===== src/rtl/uart_digit_scanner.sv =====
// Digit shift buffer fed by a UART byte stream, time-multiplexed onto a
// common-segment multi-digit 7-segment display with anti-ghosting blanking.
module uart_digit_scanner #(
  parameter int unsigned NUM_DIGITS = 4,
  parameter int unsigned SCAN_DIV   = 12000,
  parameter int unsigned BLANK_CYC  = 16
) (
  input  logic                  clk,
  input  logic                  rst_n,
  input  logic [7:0]            rx_byte,
  input  logic                  rx_valid,
  output logic [6:0]            seg,
  output logic [NUM_DIGITS-1:0] an,
  output logic [7:0]            bad_cnt
);

  localparam int unsigned CntW = $clog2(SCAN_DIV);
  localparam int unsigned IdxW = $clog2(NUM_DIGITS);
  localparam logic [3:0]  Blank = 4'hF;

  logic [3:0]            digits_q [NUM_DIGITS];
  logic [3:0]            digits_d [NUM_DIGITS];
  logic [7:0]            bad_q, bad_d;
  logic [CntW-1:0]       cnt_q, cnt_d;
  logic [IdxW-1:0]       idx_q, idx_d;
  logic [NUM_DIGITS-1:0] an_q, an_d;
  logic [6:0]            seg_q, seg_d;
  logic                  cnt_wrap;
  logic [NUM_DIGITS-1:0] one_hot;

  function automatic logic [6:0] decode(input logic [3:0] d);
    case (d)
      4'd0:    decode = 7'b1111110;
      4'd1:    decode = 7'b0110000;
      4'd2:    decode = 7'b1101101;
      4'd3:    decode = 7'b1111001;
      4'd4:    decode = 7'b0110011;
      4'd5:    decode = 7'b1011011;
      4'd6:    decode = 7'b1011111;
      4'd7:    decode = 7'b1110000;
      4'd8:    decode = 7'b1111111;
      4'd9:    decode = 7'b1111011;
      default: decode = 7'b0000000;
    endcase
  endfunction

  // Byte handling: digits shift in at index 0, backspace shifts back out.
  always_comb begin
    for (int k = 0; k < NUM_DIGITS; k++) digits_d[k] = digits_q[k];
    bad_d = bad_q;
    if (rx_valid) begin
      if (rx_byte >= 8'h30 && rx_byte <= 8'h39) begin
        for (int k = NUM_DIGITS - 1; k >= 1; k--) digits_d[k] = digits_q[k-1];
        digits_d[0] = rx_byte[3:0];
      end else if (rx_byte == 8'h08) begin
        for (int k = 0; k < NUM_DIGITS - 1; k++) digits_d[k] = digits_q[k+1];
        digits_d[NUM_DIGITS-1] = Blank;
      end else if (rx_byte == 8'h43 || rx_byte == 8'h63) begin
        for (int k = 0; k < NUM_DIGITS; k++) digits_d[k] = Blank;
      end else if (bad_q != 8'hFF) begin
        bad_d = bad_q + 8'd1;
      end
    end
  end

  // Scan: anodes stay dark for the first BLANK_CYC cycles of every dwell.
  always_comb begin
    cnt_wrap = (cnt_q == CntW'(SCAN_DIV - 1));
    cnt_d    = cnt_wrap ? '0 : cnt_q + 1'b1;
    idx_d    = idx_q;
    if (cnt_wrap) idx_d = (idx_q == IdxW'(NUM_DIGITS - 1)) ? '0 : idx_q + 1'b1;
    one_hot  = {{(NUM_DIGITS-1){1'b0}}, 1'b1} << idx_q;
    an_d     = (cnt_q < CntW'(BLANK_CYC)) ? '1 : ~one_hot;
    seg_d    = decode(digits_q[idx_q]);
  end

  always_ff @(posedge clk or negedge rst_n) begin
    if (!rst_n) begin
      for (int k = 0; k < NUM_DIGITS; k++) digits_q[k] <= Blank;
      bad_q <= '0;
      cnt_q <= '0;
      idx_q <= '0;
      an_q  <= '1;
      seg_q <= '0;
    end else begin
      for (int k = 0; k < NUM_DIGITS; k++) digits_q[k] <= digits_d[k];
      bad_q <= bad_d;
      cnt_q <= cnt_d;
      idx_q <= idx_d;
      an_q  <= an_d;
      seg_q <= seg_d;
    end
  end

  assign seg     = seg_q;
  assign an      = an_q;
  assign bad_cnt = bad_q;

endmodule


===== config.mk =====
export PLATFORM = sky130hd
export DESIGN_NAME = uart_digit_scanner
export DESIGN_NICKNAME = d
export VERILOG_FILES = /design/src/rtl/uart_digit_scanner.sv
export SDC_FILE = /design/constraint.sdc
export NUM_CORES = 1
export LEC_CHECK = 0
export ABC_AREA = 0
export CAP_MARGIN = 20
export CORE_AREA = 4 4 80 82
export CTS_CLUSTER_DIAMETER = 40
export DETAILED_ROUTE_END_ITERATION = 7
export DIE_AREA = 0 0 84 86
export GPL_TIMING_DRIVEN = 0
export PLACE_DENSITY = 0.73
export SYNTH_ARGS = -nofsm -noshare
export SYNTH_HDL_FRONTEND = slang
export SYNTH_SLANG_ARGS = --single-unit

===== constraint.sdc =====
create_clock -name clk -period 5.2 [get_ports clk]
set_input_delay 0.78 -clock clk [delete_from_list [all_inputs] [get_ports clk]]
set_output_delay 0.78 -clock clk [all_outputs]
set_load 0.01 [all_outputs]

==> flow_summary.toml <==
[outcome]
status = "finished clean"

[die]
core_sq_um = 5750
ios = 30
die_h_microns = 86
rows = 28
die_width_microns = 84
die-area_sq_um = 7220
initial_core_util_pct = 43.5

[clocking]
cts_resized = 0
htreeDepth = 2
clock-sinks = 51
cts_tree = "built"
cts_root_buf = "clkbuf_8"
cts_setup_buffers = 0
clkTransAtPathRegs_ns = 0.09
cts_hold_buf = 0
insertion_delay_ns = 0.30
numCtsBuffers = 5
cts_max_path_buffers = 2

[worst_setup_path]
critPathLaunchType = "input port"
path_delay_family = "buffers and inverters"
r2r_start = "bad_cnt[0]$_DFFE_PN0P_"
reg2reg_slack_ns = 3.22
cp_num_buf_inv = 2
reg2reg_to = "bad_cnt[1]$_DFFE_PN0P_"
cp_cell_sequence = "clkdlybuf4s50_1 > o21ai_0 > and4_1 > o31ai_1 > buf_2 > nand2_1 > o21ai_0"
critPathMaxStageDelay_ns = 0.53
crit_path_frequent_cell = "o21ai_0"
ff2ff_path_depth = 5
cpMaxStageDelayCell = "clkdlybuf4s50_1"
worst_setup_path_end_kind = "register"
path_class = "in2reg"
cp.required_ns = 5.43
crit_arrival_ns = 2.69
cp_max_fo = 10

[layout]
n_fill_cell = 530
fin_cells = 343
diodes = 0
area_delta_synth_final_pct = 19.2
post-route-util_pct = 51.8
finish.net_count = 290
drive_above_1_share_pct = 16.4

[synth]
synth_commonest_cells = "31 x dfrtp_1, 24 x nand2_1, 20 x dfstp_2"
yosysWarnings = 0
synth_top_cell_area_share_pct = 31.1
yosysTopAreaCell = "dfrtp_1"
synth_nets = 253
yosys-top-cells-area = "dfrtp_1 31%, dfstp_2 21%, ha_1 6.0%, xnor2_1 4.2%, o21ai_0 3.6%"
synthFlopType = "dfrtp_1"
syn_area_sq_um = 2500
netlist-cell-type-count = 38
ys_seq_elements = 51
yosysMostFrequentCell = "dfrtp_1"
syn_inst = 230
async_reset_ff_share_pct = 100
synth.yosys.seq_area_share_pct = 52.1
synth_edf_count = 0
syn_area_per_cell_sq_um = 10.9

[placed_design]
dp_cells = 335
place_congestion = 0.790
hpwl_mm = 3.35
port_buffers = 29

[drt]
route.detailed.drc = 0
avgRoutedWirePerCell_microns = 13.3
final_antenna_net_count = 0
drt_pass1_iterations = 4
first_iter_violations = 98
vias_per_cell = 5.27
drt-total-wl_mm = 4.58
vias = 1807

[timing]
worst_pin_slew_ns = 0.912
slew_headroom_pct = 38.7
fmax_mhz = 406
skew_ns = 0.00465
fin_crit_sh_pct = 47.3
setup_violations = 0
rsz0062_at_grt = "no"
finalHoldViolCount = 0
fin_setup_tns_ns = 0
final_period_minus_worst_setup_slack_ns = 2.46
final_max_slew_viol_count = 0

[global_route]
gr-total-overflow = 0
grt_pass1_vias = 1841
grt_start_max_net_pins = 27
antenna_found_initial = 0
grt_pass1_wl_mm = 8.34
grtUsageTotal_pct = 13.9

[min_path]
hold_depth = 2
hold_class = "reg2reg"
holdPathEnd = "digits_q[15]$_DFFE_PN1P_"
worstHoldStart = "digits_q[15]$_DFFE_PN1P_"

[power_and_ir_drop]
max-vdd-ir-drop_uv = 247
power_uw = 1110
leakage_uw = 0.00127
power_density_nw_per_um2 = 374

[job]
maxCapViolCount = 0
worst reg2reg max path, cell delays in order, from the launching register on:
cell,delay (ns)
dfrtp_1,0.43
ha_1,0.22
and3_1,0.21
a31o_2,0.26
nor4_4,0.36
mux2_2,0.39
worst max-delay path by stage:
stage	start	end	slack (ns)	depth (start not counted)
after global placement	rst_n	cnt_q[8]$_DFF_PN0_	1.92	1
final	rx_byte[3]	digits_q[10]$_DFFE_PN1P_	2.74	7
after global routing	rx_byte[1]	digits_q[12]$_DFFE_PN1P_	2.48	7
after detailed placement	rx_byte[2]	digits_q[12]$_DFFE_PN1P_	2.44	7
after floorplan	rx_byte[1]	bad_cnt[1]$_DFFE_PN0P_	3.15	4
after CTS	rx_byte[2]	digits_q[10]$_DFFE_PN1P_	2.76	7
cells by family (layout without fill, tap and decap cells):
logic type	count (synthesis)	in the layout	share of synthesized area, %
compound gates	48	48	11.6
fa+ha+maj	12	12	6.01
buf+inv	16	54	2.56
xor+xnor	17	17	5.96
mux	6	6	4.46
simple gates	80	80	17.3
flops	51	51	52.1
registers in the layout, indices dropped and copies added (netlist names):
| signal | flops |
|---|---|
| cnt_q | 14 |
| bad_cnt | 8 |
| seg | 7 |
| digits_q | 16 |
| idx_q | 2 |
| an | 4 |
layer usage:
layer | vias up | track usage [%] | wire, microns
li1 | 890 | - | -
met5 | - | 0 | 0
met3 | 7 | 2.79 | 160
met1 | 874 | 18.7 | 2200
met2 | 36 | 22.9 | 2160
met4 | 0 | 4.09 | 55
layout by cell type, fill, tap and decap left out, types with 2 or more instances in the layout:
| cell type | count |
|---|---|
| o21a_1 | 3 |
| nand4_1 | 4 |
| a21oi_1 | 7 |
| o22a_1 | 4 |
| clkbuf_8 | 5 |
| buf_2 | 4 |
| inv_1 | 11 |
| nor2_1 | 15 |
| dfrtp_1 | 31 |
| mux4_2 | 4 |
| xnor2_1 | 12 |
| clkdlybuf4s50_1 | 28 |
| and3_1 | 10 |
| dfstp_2 | 20 |
| clkbuf_1 | 4 |
| xor2_1 | 5 |
| ha_1 | 12 |
| nand2_1 | 24 |
| nor4_2 | 2 |
| o22ai_1 | 11 |
| o21ai_0 | 18 |
| nand3_1 | 14 |
final cells by class:
| type | instances | area, sq um | area share (%) |
|---|---|---|---|
| tap | 75 | 93.8 | 3.15 |
| clock buffer | 7 | 76.3 | 2.56 |
| buffer | 5 | 22.5 | 0.756 |
| timing repair buffer | 30 | 305 | 10.3 |
| clock inverter | 1 | 5.00 | 0.168 |
| sequential | 51 | 1300 | 43.7 |
| multi-input combinational | 163 | 1130 | 38.0 |
| inverter | 11 | 41.3 | 1.39 |
power by group:
part,total [uW],internal (uW),switching [uW]
Combinational,315,177,139
Sequential,581,511,69.6
Clock,217,94.7,122
Total,1110,782,330
stage by stage:
| stage | hold slack, ns | worst slack, ns | cell area, sq um |
|---|---|---|---|
| after floorplan | 0.445 | 3.15 | 2500 |
| after global placement | 0.461 | 1.92 | 2880 |
| after detailed placement | 0.465 | 2.44 | 2900 |
| after CTS | 0.479 | 2.76 | 2980 |
| after global routing | 0.513 | 2.48 | 2980 |
| final | 0.474 | 2.74 | 2980 |
(Power assumes the default switching activity.)
